### src/rtl/tri_st_add_seg_pipe_if.sv
// Handshake and operand/result bundle for the segmented carry-select adder pipe.
// Bit 0 of every vector is the most significant bit.
interface tri_st_add_seg_pipe_if #(
    parameter int WIDTH = 64
);
    localparam int NSEG = WIDTH / 8;

    logic             i_valid;
    logic             i_ready;
    logic [0:WIDTH-1] i_a;
    logic [0:WIDTH-1] i_b;
    logic             i_cin;
    logic             i_sub;
    logic             i_simd;

    logic             o_valid;
    logic             o_ready;
    logic [0:WIDTH-1] o_sum;
    logic [0:NSEG-1]  o_co;
    logic             o_ovf;

    modport master (
        output i_valid, i_a, i_b, i_cin, i_sub, i_simd, o_ready,
        input  i_ready, o_valid, o_sum, o_co, o_ovf
    );

    modport slave (
        input  i_valid, i_a, i_b, i_cin, i_sub, i_simd, o_ready,
        output i_ready, o_valid, o_sum, o_co, o_ovf
    );
endinterface

### src/rtl/tri_st_add_seg_pipe.sv
// Two-stage carry-select adder/subtractor built from 8-bit segments, with
// valid/ready back-pressure and a SIMD mode that isolates each segment.
module tri_st_add_seg_pipe #(
    parameter int WIDTH = 64
) (
    input  logic                 clk,
    input  logic                 rst,
    tri_st_add_seg_pipe_if.slave bus
);
    localparam int NSEG = WIDTH / 8;

    logic                    s1_valid;
    logic                    s2_valid;
    logic                    s2_adv;
    logic                    s1_adv;
    logic                    accept;

    logic [0:WIDTH-1]        bx;
    logic                    ci;
    logic [8:0]              seg_t;
    logic [0:NSEG-1][7:0]    d_sum0;
    logic [0:NSEG-1][7:0]    d_sum1;
    logic [0:NSEG-1]         d_gs;
    logic [0:NSEG-1]         d_ps;

    logic [0:NSEG-1][7:0]    s1_sum0;
    logic [0:NSEG-1][7:0]    s1_sum1;
    logic [0:NSEG-1]         s1_gs;
    logic [0:NSEG-1]         s1_ps;
    logic                    s1_ci;
    logic                    s1_simd;
    logic                    s1_a_msb;
    logic                    s1_bx_msb;

    logic                    carry;
    logic [0:WIDTH-1]        nx_sum;
    logic [0:NSEG-1]         nx_co;
    logic                    nx_ovf;

    logic [0:WIDTH-1]        s2_sum;
    logic [0:NSEG-1]         s2_co;
    logic                    s2_ovf;

    // Ready looks only at pipe occupancy and the consumer, never at i_valid.
    assign s2_adv      = ~s2_valid | bus.o_ready;
    assign bus.i_ready = ~s1_valid | s2_adv;
    assign accept      = bus.i_valid & bus.i_ready;
    assign s1_adv      = s1_valid & s2_adv;

    assign bx = bus.i_sub ? ~bus.i_b : bus.i_b;
    assign ci = bus.i_sub | bus.i_cin;

    // Stage 1: both carry-in candidates per segment plus generate/propagate.
    always_comb begin
        seg_t  = '0;
        d_sum0 = '0;
        d_sum1 = '0;
        d_gs   = '0;
        d_ps   = '0;
        for (int s = 0; s < NSEG; s++) begin
            seg_t     = {1'b0, bus.i_a[s*8 +: 8]} + {1'b0, bx[s*8 +: 8]};
            d_sum0[s] = seg_t[7:0];
            d_sum1[s] = seg_t[7:0] + 8'd1;
            d_gs[s]   = seg_t[8];
            d_ps[s]   = &(bus.i_a[s*8 +: 8] ^ bx[s*8 +: 8]);
        end
    end

    always_ff @(posedge clk or posedge rst) begin
        if (rst) begin
            s1_valid  <= 1'b0;
            s1_sum0   <= '0;
            s1_sum1   <= '0;
            s1_gs     <= '0;
            s1_ps     <= '0;
            s1_ci     <= 1'b0;
            s1_simd   <= 1'b0;
            s1_a_msb  <= 1'b0;
            s1_bx_msb <= 1'b0;
        end else begin
            if (accept) begin
                s1_valid <= 1'b1;
            end else if (s1_adv) begin
                s1_valid <= 1'b0;
            end
            if (accept) begin
                s1_sum0   <= d_sum0;
                s1_sum1   <= d_sum1;
                s1_gs     <= d_gs;
                s1_ps     <= d_ps;
                s1_ci     <= ci;
                s1_simd   <= bus.i_simd;
                s1_a_msb  <= bus.i_a[0];
                s1_bx_msb <= bx[0];
            end
        end
    end

    // Stage 2: resolve segment carries from the least significant segment
    // upward; SIMD feeds every segment the operation's own carry-in.
    always_comb begin
        carry  = s1_ci;
        nx_sum = '0;
        nx_co  = '0;
        for (int s = NSEG - 1; s >= 0; s--) begin
            nx_sum[s*8 +: 8] = carry ? s1_sum1[s] : s1_sum0[s];
            nx_co[s]         = s1_gs[s] | (s1_ps[s] & carry);
            carry            = s1_simd ? s1_ci : nx_co[s];
        end
        nx_ovf = ~s1_simd & (s1_a_msb == s1_bx_msb) & (nx_sum[0] != s1_a_msb);
    end

    always_ff @(posedge clk or posedge rst) begin
        if (rst) begin
            s2_valid <= 1'b0;
            s2_sum   <= '0;
            s2_co    <= '0;
            s2_ovf   <= 1'b0;
        end else if (s2_adv) begin
            s2_valid <= s1_valid;
            if (s1_valid) begin
                s2_sum <= nx_sum;
                s2_co  <= nx_co;
                s2_ovf <= nx_ovf;
            end
        end
    end

    assign bus.o_valid = s2_valid;
    assign bus.o_sum   = s2_sum;
    assign bus.o_co    = s2_co;
    assign bus.o_ovf   = s2_ovf;
endmodule

### src/flat_wrapper.sv
// flat-port wrapper written by rule: the top's interface ports become plain ports
module tri_st_add_seg_pipe_flat 
#(
    parameter int WIDTH = 64
)
  (clk, rst, bus_i_valid, bus_i_a, bus_i_b, bus_i_cin, bus_i_sub, bus_i_simd, bus_o_ready, bus_i_ready, bus_o_valid, bus_o_sum, bus_o_co, bus_o_ovf);
  tri_st_add_seg_pipe_if #(.WIDTH(WIDTH)) bus_i ();
  input  logic clk;
  input  logic rst;
  input wire logic [$bits(bus_i.i_valid)-1:0] bus_i_valid;
  input wire logic [$bits(bus_i.i_a)-1:0] bus_i_a;
  input wire logic [$bits(bus_i.i_b)-1:0] bus_i_b;
  input wire logic [$bits(bus_i.i_cin)-1:0] bus_i_cin;
  input wire logic [$bits(bus_i.i_sub)-1:0] bus_i_sub;
  input wire logic [$bits(bus_i.i_simd)-1:0] bus_i_simd;
  input wire logic [$bits(bus_i.o_ready)-1:0] bus_o_ready;
  output wire logic [$bits(bus_i.i_ready)-1:0] bus_i_ready;
  output wire logic [$bits(bus_i.o_valid)-1:0] bus_o_valid;
  output wire logic [$bits(bus_i.o_sum)-1:0] bus_o_sum;
  output wire logic [$bits(bus_i.o_co)-1:0] bus_o_co;
  output wire logic [$bits(bus_i.o_ovf)-1:0] bus_o_ovf;
  assign bus_i.i_valid = bus_i_valid;
  assign bus_i.i_a = bus_i_a;
  assign bus_i.i_b = bus_i_b;
  assign bus_i.i_cin = bus_i_cin;
  assign bus_i.i_sub = bus_i_sub;
  assign bus_i.i_simd = bus_i_simd;
  assign bus_i.o_ready = bus_o_ready;
  assign bus_i_ready = bus_i.i_ready;
  assign bus_o_valid = bus_i.o_valid;
  assign bus_o_sum = bus_i.o_sum;
  assign bus_o_co = bus_i.o_co;
  assign bus_o_ovf = bus_i.o_ovf;
  tri_st_add_seg_pipe #(.WIDTH(WIDTH)) u_core (.clk(clk), .rst(rst), .bus(bus_i));
endmodule
### config.mk
export PLATFORM = sky130hd
export DESIGN_NAME = tri_st_add_seg_pipe_flat
export DESIGN_NICKNAME = d
export VERILOG_FILES = /design/src/rtl/tri_st_add_seg_pipe_if.sv /design/src/rtl/tri_st_add_seg_pipe.sv /design/src/flat_wrapper.sv
export SDC_FILE = /design/constraint.sdc
export NUM_CORES = 1
export LEC_CHECK = 0
export CORE_ASPECT_RATIO = 1.2
export CORE_MARGIN = 5
export CORE_UTILIZATION = 26
export CTS_CLUSTER_SIZE = 25
export DETAILED_ROUTE_END_ITERATION = 10
export PLACE_DENSITY = 0.51
export SLEW_MARGIN = 20
export SYNTH_ARGS = -nofsm -noshare
export SYNTH_HDL_FRONTEND = slang
export SYNTH_SLANG_ARGS = --single-unit
export TNS_END_PERCENT = 30
### constraint.sdc
create_clock -name clk -period 16.24 [get_ports clk]
set_clock_uncertainty 0.05 [all_clocks]
set_input_delay 4.06 -clock clk [delete_from_list [all_inputs] [get_ports clk]]
set_output_delay 4.06 -clock clk [all_outputs]
set_load 0.05 [all_outputs]
==> flow_summary.toml, run 1 <==
[status]
status = "completed"

[cells_and_area]
utilization_pct = 33.2
area_growth_pct = 27.2
final_nets = 1775
diodes = 0
fill_cells = 5203
multi_input_area_sq_um = 7040
final_area_sq_um = 16600
regArea_sq_um = 5580
final_layout_size_suffix_gt1_share_pct = 6.09

[setup_path]
critPathLaunchType = "input pin"
cp_cell_sequence = "clkdlybuf4s50_1, nand3b_1, clkdlybuf4s50_1"
slowest_stage = "clkdlybuf4s50_1"
path_max_fanout = 4
cp.required_ns = 12.13
cp_common_cell = "clkdlybuf4s50_1"
setup.worst_path.class = "input pin to primary output"
max_stage_delay_ns = 0.84
critPathArrivalTime_ns = 5.57
crit_path_end_kind = "primary output"

[cts]
clk_latency_ns = 0.54
path_clk_slew_ns = 0.05
post_cts_buffers = 0
cts_resized = 0
clock-sinks = 223
cts_buffer_depth = 3
cts_hold_buffers = 0
numCtsBuffers = 27
htreeDepth = 1
cts_tree = "built"
cts_root_buf = "clkbuf_16"

[placed_design]
routabilityCongestion = 0.781
placed_area_sq_um = 15800
dpl.hpwl_um = 26000
io_buffers = 209

[timing]
worst_pin_slew_ns = 0.928
finalCritPeriodShare_pct = 59.6
finalCriticalPeriod_ns = 9.68
clock.fmax_mhz = 103
holdWs_ns = 0.420
setup-tns-final_ns = 0
grt_setup_unrepaired = "false"
slew_viol_final = 0
hold_violations = 0
relSlewSlack_pct = 38.2
finalSetupViolCount = 0

[logic_synthesis]
yosysWarnings = 0
yosysTopAreaCellShare_pct = 42.7
synth_flop_cell = "dfrtp_1"
synth_fp_nets = 1591
yosys-top-cells-area = "dfrtp_1, nand2_1, ha_1, o21ai_0, xnor2_1"
synth.distinct_cells = 62
yosysTopAreaCell = "dfrtp_1"
syn_inst = 1376
ys_seq_area_share_pct = 42.7
syn-cell-area_sq_um = 13100
async_flop_share_pct = 100
netlist_top_cells_count = "nand2_1, dfrtp_1, o21ai_0"
synth_edf_count = 0
synth_seq_cells = 223
syn_avg_cell_area_sq_um = 9.49
yosysMostFrequentCell = "nand2_1"

[route]
wl_per_cell_um = 16.1
drc = 0
via_per_inst = 4.57
drtIter0Drc = 357
totalWireLength_um = 35600
first_pass_iters = 4
dr_total_vias = 10100
ant_nets = 0

[floorplanning]
die_area_sq_um = 54800
num_rows = 90
ios = 210
die_x_um = 215
dieHeight_um = 255
start_util_pct = 26.1
fp.coreArea_sq_um = 50000

[power_and_ir_drop]
p_int_mw = 1.43
p_sw_share_pct = 39.5
ir_drop_mv = 0.0670
pwr-share-comb_pct = 41.0
p_sw_uw = 934
leakagePower_nw = 7.36
p_seq_share_pct = 35.0
p_per_area_nw_per_um2 = 143
clockPowerShare_pct = 24.0

[global_routing]
grt_pass1_vias = 10600
grt_pass1_wl_um = 57200
grt_max_degree = 103
grt_overflow_total = 0
track_usage_pct = 12.6
antenna_found_initial = 1

[run]
drv_cap = 0

[hold_path]
min_path_type = "flip-flop to flip-flop"
## per-layer routing
metal	GRT usage, %	part of all wire, %	up-vias
li1	-	-	5112
met1	15.9	45	4807
met2	22.1	49	174
met3	2.71	4.6	41
met4	3.06	1.9	2
met5	0	0.036	-
## flip-flops by register name (all words and copies together), names as in the netlist, 8 cells and up
name,count
u_core.s1_sum1,64
u_core.bus.o_sum,64
u_core.s1_sum0,64
u_core.s1_gs,8
u_core.bus.o_co,8
u_core.s1_ps,8
## path summary, 6_finish.rpt
path / depth (start not counted) / to / slack [ns] / start
max in group asynchronous: 3 / u_core.s1_sum1[2] / 10.90 / rst
hold / removal: 2 / u_core.s1_gs[0] / 0.42 / u_core.s1_gs[0]
hold reg to reg: 2 / u_core.s1_gs[0] / 0.42 / u_core.s1_gs[0]
min in group asynchronous: 2 / u_core.bus.o_sum[32] / 3.98 / rst
setup / recovery: 3 / bus_i_ready / 6.56 / bus_o_ready
setup reg to reg: 7 / u_core.bus.o_sum[9] / 12.86 / u_core.s1_ci
## final cells by class
class	count	share of cell area (%)
Tap cell	644	4.85
Clock buffer	37	4.66
Timing Repair Buffer	216	12.9
Inverter	52	1.22
Sequential cell	223	33.6
Clock inverter	8	0.339
Multi-Input combinational cell	1040	42.4
## metrics by stage
stage | total power [mW] | cells | setup slack, ns
after floorplan | 1.50 | 1376 | 6.02
after global placement | 1.81 | 2175 | 6.53
after detailed placement | 1.83 | 2175 | 6.57
after CTS | 2.42 | 2220 | 6.56
after global routing | 2.53 | 2220 | 6.50
final | 2.37 | 2220 | 6.56
## kinds of logic (layout without fill, tap and decap cells)
logic type | Yosys count | in the layout | synth area share, %
simple gates | 421 | 421 | 14.6
compound gates | 305 | 305 | 14.3
flops | 223 | 223 | 42.7
xor+xnor | 152 | 152 | 10.3
buf+inv | 113 | 313 | 3.42
mux | 82 | 82 | 6.46
fa+ha+maj | 80 | 80 | 8.13
## power by group through the flow
stage / Sequential (mW) / Clock (mW) / Combinational (mW)
after global routing: 0.853 / 0.610 / 1.06
final: 0.829 / 0.568 / 0.970
after CTS: 0.832 / 0.596 / 0.990
after global placement: 0.836 / 0 / 0.976
after detailed placement: 0.841 / 0 / 0.986
after floorplan: 1.05 / 0 / 0.452
## layout by cell type (no fill, tap or decap), types with 13 or more instances in the layout
cell	netlist	layout
a21o_1	18	18
a21oi_1	32	32
and3_1	24	24
clkbuf_16	0	27
clkdlybuf4s50_1	0	208
dfrtp_1	223	223
ha_1	72	72
inv_1	52	51
mux2_2	18	18
mux2i_1	64	64
nand2_1	281	279
nand3_1	14	14
nand3b_1	14	14
nand4_1	16	16
nor2_1	13	13
nor2b_1	13	13
nor3_1	16	16
o21ai_0	165	165
o21ai_1	25	25
xnor2_1	78	78
xor2_1	72	72
## worst max-delay path, delay by kind of cell
family | cells | cell delay (ns)
and+or+nand+nor | 1 | 0.20
buffers and inverters | 2 | 1.30
Power figures use the tool's default switching activity.
==> run 2, diff against run 1 <==
--- a/config.mk
+++ b/config.mk
@@ -10,7 +10,7 @@
 export CORE_UTILIZATION = 26
 export CTS_CLUSTER_SIZE = 25
 export DETAILED_ROUTE_END_ITERATION = 10
-export PLACE_DENSITY = 0.51
+export PLACE_DENSITY = 0.52
 export SLEW_MARGIN = 20
 export SYNTH_ARGS = -nofsm -noshare
 export SYNTH_HDL_FRONTEND = slang
==> constraint.sdc (replaced) <==
create_clock -name clk -period 8.1 [get_ports clk]
set_clock_uncertainty 0.05 [all_clocks]
set_input_delay 2.025 -clock clk [delete_from_list [all_inputs] [get_ports clk]]
set_output_delay 2.025 -clock clk [all_outputs]
set_load 0.05 [all_outputs]
==> run 2 against run 1 <==
Non-clock buffer count down 1. Highest routed layer is now met4. Die area unchanged. Via count up 0.94%.
==> flow_summary.toml, run 2 (synthesis gave the netlist of run 1 again) <==
[timing]
setup-tns-final_ns = 0
relSlewSlack_pct = 36.6
finalCriticalPeriod_ns = 5.63
slew_viol_final = 0
finalSetupViolCount = 0
grt_setup_unrepaired = "false"
finalCritPeriodShare_pct = 69.5
worst_pin_slew_ns = 0.951
hold_violations = 0
clock.fmax_mhz = 178

[floorplanning]
fp.coreArea_sq_um = 50000
dieHeight_um = 255
die_x_um = 215
start_util_pct = 26.1
num_rows = 90
ios = 210
die_area_sq_um = 54800

[cells_and_area]
multi_input_area_sq_um = 7040
final_cell_mix = "nand2_1, dfrtp_1, clkdlybuf4s50_1"
final_area_sq_um = 16700
area_growth_pct = 28.2
final_layout_size_suffix_gt1_share_pct = 6.15
final_nets = 1775
layout_commonest_cell = "nand2_1"
fill_cells = 5191
regArea_sq_um = 5580

[global_routing]
grt_overflow_total = 0
grt_pass1_wl_um = 57800
grt_pass1_vias = 10700
antenna_found_initial = 0
grt_max_degree = 217
track_usage_pct = 12.7

[power_and_ir_drop]
leakagePower_nw = 7.40
p_seq_share_pct = 34.0
p_per_area_nw_per_um2 = 292
p_int_mw = 2.99
p_sw_mw = 1.90
ir_drop_mv = 0.140
clockPowerShare_pct = 26.2
total_power_mw = 4.89
p_sw_share_pct = 38.8
pwr-share-comb_pct = 39.8

[cts]
path_clk_slew_ns = 0.05
clk_latency_ns = 0.56
post_cts_buffers = 0
cts_tree = "built"
numCtsBuffers = 28
cts_resized = 0
htreeDepth = 1
cts_hold_buffers = 0
cts_buffer_depth = 3
clock-sinks = 223
cts_root_buf = "clkbuf_16"

[route]
wl_per_cell_um = 16.1
drtIter0Drc = 385
wl_met1_um = 15900
first_pass_iters = 4
highest_layer = "met4"
ant_nets = 0
routed-wl-met2_um = 17500
drc = 0
totalWireLength_um = 35800
dr_total_vias = 10200
wl_met3_um = 1740
via_per_inst = 4.60

[placed_design]
routabilityCongestion = 0.776
io_buffers = 209
dpl.hpwl_um = 25700
placed_area_sq_um = 15800

[setup_path]
crit_path_end_kind = "primary output"
cp.required_ns = 6.03
setup.worst_path.class = "input pin to primary output"
path_max_fanout = 4
critPathLaunchType = "input pin"
critPathArrivalTime_ns = 3.56

[hold_path]
min_path_type = "flip-flop to flip-flop"

[status]
status = "completed"

[run]
drv_cap = 0
run 2: cell types whose count changed in the layout (fill, tap and decap cells not counted), sizes merged:
cell	change
inv	-1
diode	+1
bufinv	+3
clkinvlp	+2
clkinv	-2
buf	-1
run 2: cell type report:
cell class	count	share of cell area, %
Multi-Input combinational cell	1040	42.1
Sequential cell	223	33.4
Timing Repair Buffer	215	13.0
Tap cell	644	4.82
Clock buffer	37	4.76
Inverter	52	1.19
Clock inverter	10	0.793
Antenna cell	1	0.0150
run 2: power groups by stage:
| stage | Combinational [mW] | Sequential (mW) | Clock (mW) |
|---|---|---|---|
| 6_report | 1.95 | 1.66 | 1.28 |
| 5_1_grt | 2.13 | 1.71 | 1.37 |
| 4_1_cts | 1.98 | 1.67 | 1.33 |
| 3_5_place_dp | 1.97 | 1.69 | 0 |
| 3_3_place_gp | 1.96 | 1.68 | 0 |
| 2_1_floorplan | 0.906 | 2.10 | 0 |
run 2: final timing paths:
kind	endpoint	startpoint	cells after the start	slack, ns
max	bus_i_ready	bus_o_ready	3	2.47
min	u_core.s1_sum0[51]	u_core.s1_sum0[51]	2	0.42
max reg2reg	u_core.bus.o_sum[14]	u_core.s1_ci	7	4.86
max in group asynchronous	u_core.bus.o_sum[8]	rst	3	4.89
min in group asynchronous	u_core.bus.o_sum[24]	rst	2	1.80
min reg2reg	u_core.s1_sum0[51]	u_core.s1_sum0[51]	2	0.42
run 2: through the flow:
| stage | worst slack [ns] | hold slack, ns | std cells | util (%) |
|---|---|---|---|---|
| 2_1_floorplan | 3.04 | 0.389 | 1376 | - |
| 3_3_place_gp | 2.50 | 0.407 | 2174 | 31.6 |
| 3_5_place_dp | 2.48 | 0.413 | 2174 | 31.6 |
| 4_1_cts | 2.47 | 0.428 | 2221 | 33.5 |
| 5_1_grt | 2.41 | 0.443 | 2221 | 33.5 |
| 6_report | 2.47 | 0.420 | 2222 | 33.5 |
run 2: critical path, stage by stage:
cell             delay (ns)
clkdlybuf4s50_1        0.47
nand3b_1               0.21
clkdlybuf4s50_1        0.85
run 2: layer usage:
layer / vias to the layer above / track usage (%)
met1: 4899 / 16.1
met2: 190 / 22.4
met4: 0 / 3.11
met5: - / 0
li1: 5104 / -
met3: 38 / 2.58
==> run 3, diff against run 2 <==
==> constraint.sdc (replaced) <==
create_clock -name clk -period 5.1 [get_ports clk]
set_clock_uncertainty 0.05 [all_clocks]
set_input_delay 1.275 -clock clk [delete_from_list [all_inputs] [get_ports clk]]
set_output_delay 1.275 -clock clk [all_outputs]
set_load 0.05 [all_outputs]
==> run 3 against run 2 <==
Clock power up 51%. Sequential share of layout area down 0.062 points. Register-to-register slack got worse by 3.0 ns. Core utilization rose by 0.062 points. Worst hold slack better by 0.0016 ns. Worst setup slack worse by 1.5 ns. Non-clock buffer count is 11 higher. First-iteration DRC count down 2.6%. Critical path type unchanged. Largest power group unchanged.
==> flow_summary.toml, run 3 (synthesis gave the netlist of run 1 again) <==
[cts]
cts_buffer_depth = 3
clk_latency_ns = 0.54
clock-sinks = 223
htreeDepth = 1
cts_resized = 0
post_cts_buffers = 0
cts_root_buf = "clkbuf_16"
cts_hold_buffers = 0
numCtsBuffers = 25
cts_tree = "built"
path_clk_slew_ns = 0.06

[placed_design]
dpl.hpwl_um = 26700
io_buffers = 209
dp_cells = 2185
routabilityCongestion = 0.796

[power_and_ir_drop]
leakagePower_nw = 7.43
ir_drop_mv = 0.195
total_power_mw = 7.67
p_per_area_nw_per_um2 = 458

[cells_and_area]
multi_input_area_sq_um = 7040
utilization_pct = 33.5
final_nets = 1783
layout_commonest_cell = "nand2_1"
regArea_sq_um = 5580
area_growth_pct = 28.4
diodes = 0
fill_cells = 5182
final_cell_mix = "nand2_1, dfrtp_1, clkdlybuf4s50_1"
fin_cells = 2231
final_layout_size_suffix_gt1_share_pct = 6.81

[floorplanning]
die_area_sq_um = 54800
die_x_um = 215
start_util_pct = 26.1
dieHeight_um = 255
ios = 210
num_rows = 90
fp.coreArea_sq_um = 50000

[route]
first_pass_iters = 6
ant_nets = 0
totalWireLength_um = 36100
via_per_inst = 4.56
drtIter0Drc = 375
wl_per_cell_um = 16.2
drc = 0
dr_total_vias = 10200

[global_routing]
grt_pass1_vias = 10700
grt_pass1_wl_um = 58300
grt_max_degree = 155
antenna_found_initial = 0
grt_overflow_total = 0
track_usage_pct = 12.9

[timing]
worst_pin_slew_ns = 0.930
finalCriticalPeriod_ns = 4.14
setup-tns-final_ns = 0
hold_violations = 0
relSlewSlack_pct = 38.0
grt_setup_unrepaired = "false"
clock.fmax_mhz = 242
finalCritPeriodShare_pct = 81.2
finalSetupViolCount = 0
slew_viol_final = 0
holdWs_ns = 0.422

[status]
status = "completed"

[hold_path]
min_path_type = "flip-flop to flip-flop"
worstHoldStart = "u_core.s1_sum0[51]"
hold_depth = 2
min_to = "u_core.s1_sum0[51]"

[setup_path]
rrSetupSlack_ns = 1.89
critical_path_cell_count = 3
path_buf_inv = 2
rr_worst_depth = 7
cp_common_cell = "clkdlybuf4s50_1"
setup.worst_path.class = "input pin to primary output"
path_max_fanout = 4
cp_cell_sequence = "clkdlybuf4s50_1, nand3b_1, clkdlybuf4s50_1"
critPathArrivalTime_ns = 2.81
max_stage_delay_ns = 0.86
crit_path_end_kind = "primary output"
timing.rr.start = "u_core.s1_ci"
slowest_stage = "clkdlybuf4s50_1"
critPathLaunchType = "input pin"
cp.required_ns = 3.77
reg2reg_to = "u_core.bus.o_sum[13]"
crit_family = "buffers and inverters"

[run]
drv_cap = 0
## run 3: cell types whose count changed in the layout (fill, tap and decap cells not counted), sizes merged
cell	delta
buf	+11
bufinv	+1
clkbuf	-6
clkinv	+2
clkinvlp	+1
diode	-1
inv	+1
## run 3: worst max path at each step
stage                startpoint            endpoint  slack, ns
floorplan             bus_i_sub   u_core.s1_sum1[7]       0.79
global placement      bus_i_sub   u_core.s1_sum1[7]       0.88
detailed placement    bus_i_sub  u_core.s1_sum1[39]       0.81
CTS                 bus_o_ready         bus_i_ready       0.96
global route        bus_o_ready         bus_i_ready       0.91
finish              bus_o_ready         bus_i_ready       0.96
## run 3: per-stage QoR
| step | area (sq um) | setup slack (ns) |
|---|---|---|
| after floorplan | 13100 | 0.789 |
| after global placement | 15900 | 0.876 |
| after detailed placement | 15900 | 0.809 |
| after CTS | 16800 | 0.964 |
| after global routing | 16800 | 0.915 |
| final | 16800 | 0.961 |
## run 3: power by group
| group | switching (mW) | internal (mW) | leakage, nW |
|---|---|---|---|
| Clock | 0.784 | 1.15 | 0.418 |
| Sequential | 0.325 | 2.31 | 2.76 |
| Combinational | 1.90 | 1.21 | 4.26 |
## run 3: layer usage
metal | vias up | global-route usage, % | share of wire, %
met1 | 4837 | 16.4 | 44
met3 | 25 | 2.83 | 5.2
li1 | 5122 | - | -
met5 | - | 0 | 0
met2 | 188 | 22.7 | 49
met4 | 0 | 2.54 | 1.3
## run 3: final cells by class
class	instances	area share (%)
multi-input cells	1040	42.0
clock buffers	31	4.05
clock inverters	15	1.13
repair buffers	226	13.5
inverters	52	1.19
flip-flops and latches	223	33.3
well taps	644	4.81
## run 3: worst reg2reg max path, delay by kind of cell (launching register included)
family	cells	cell delay, ns
AOI/OAI and AO/OA	4	1.13
DFF	1	0.86
muxes	1	0.28
and+or+nand+nor	2	0.74
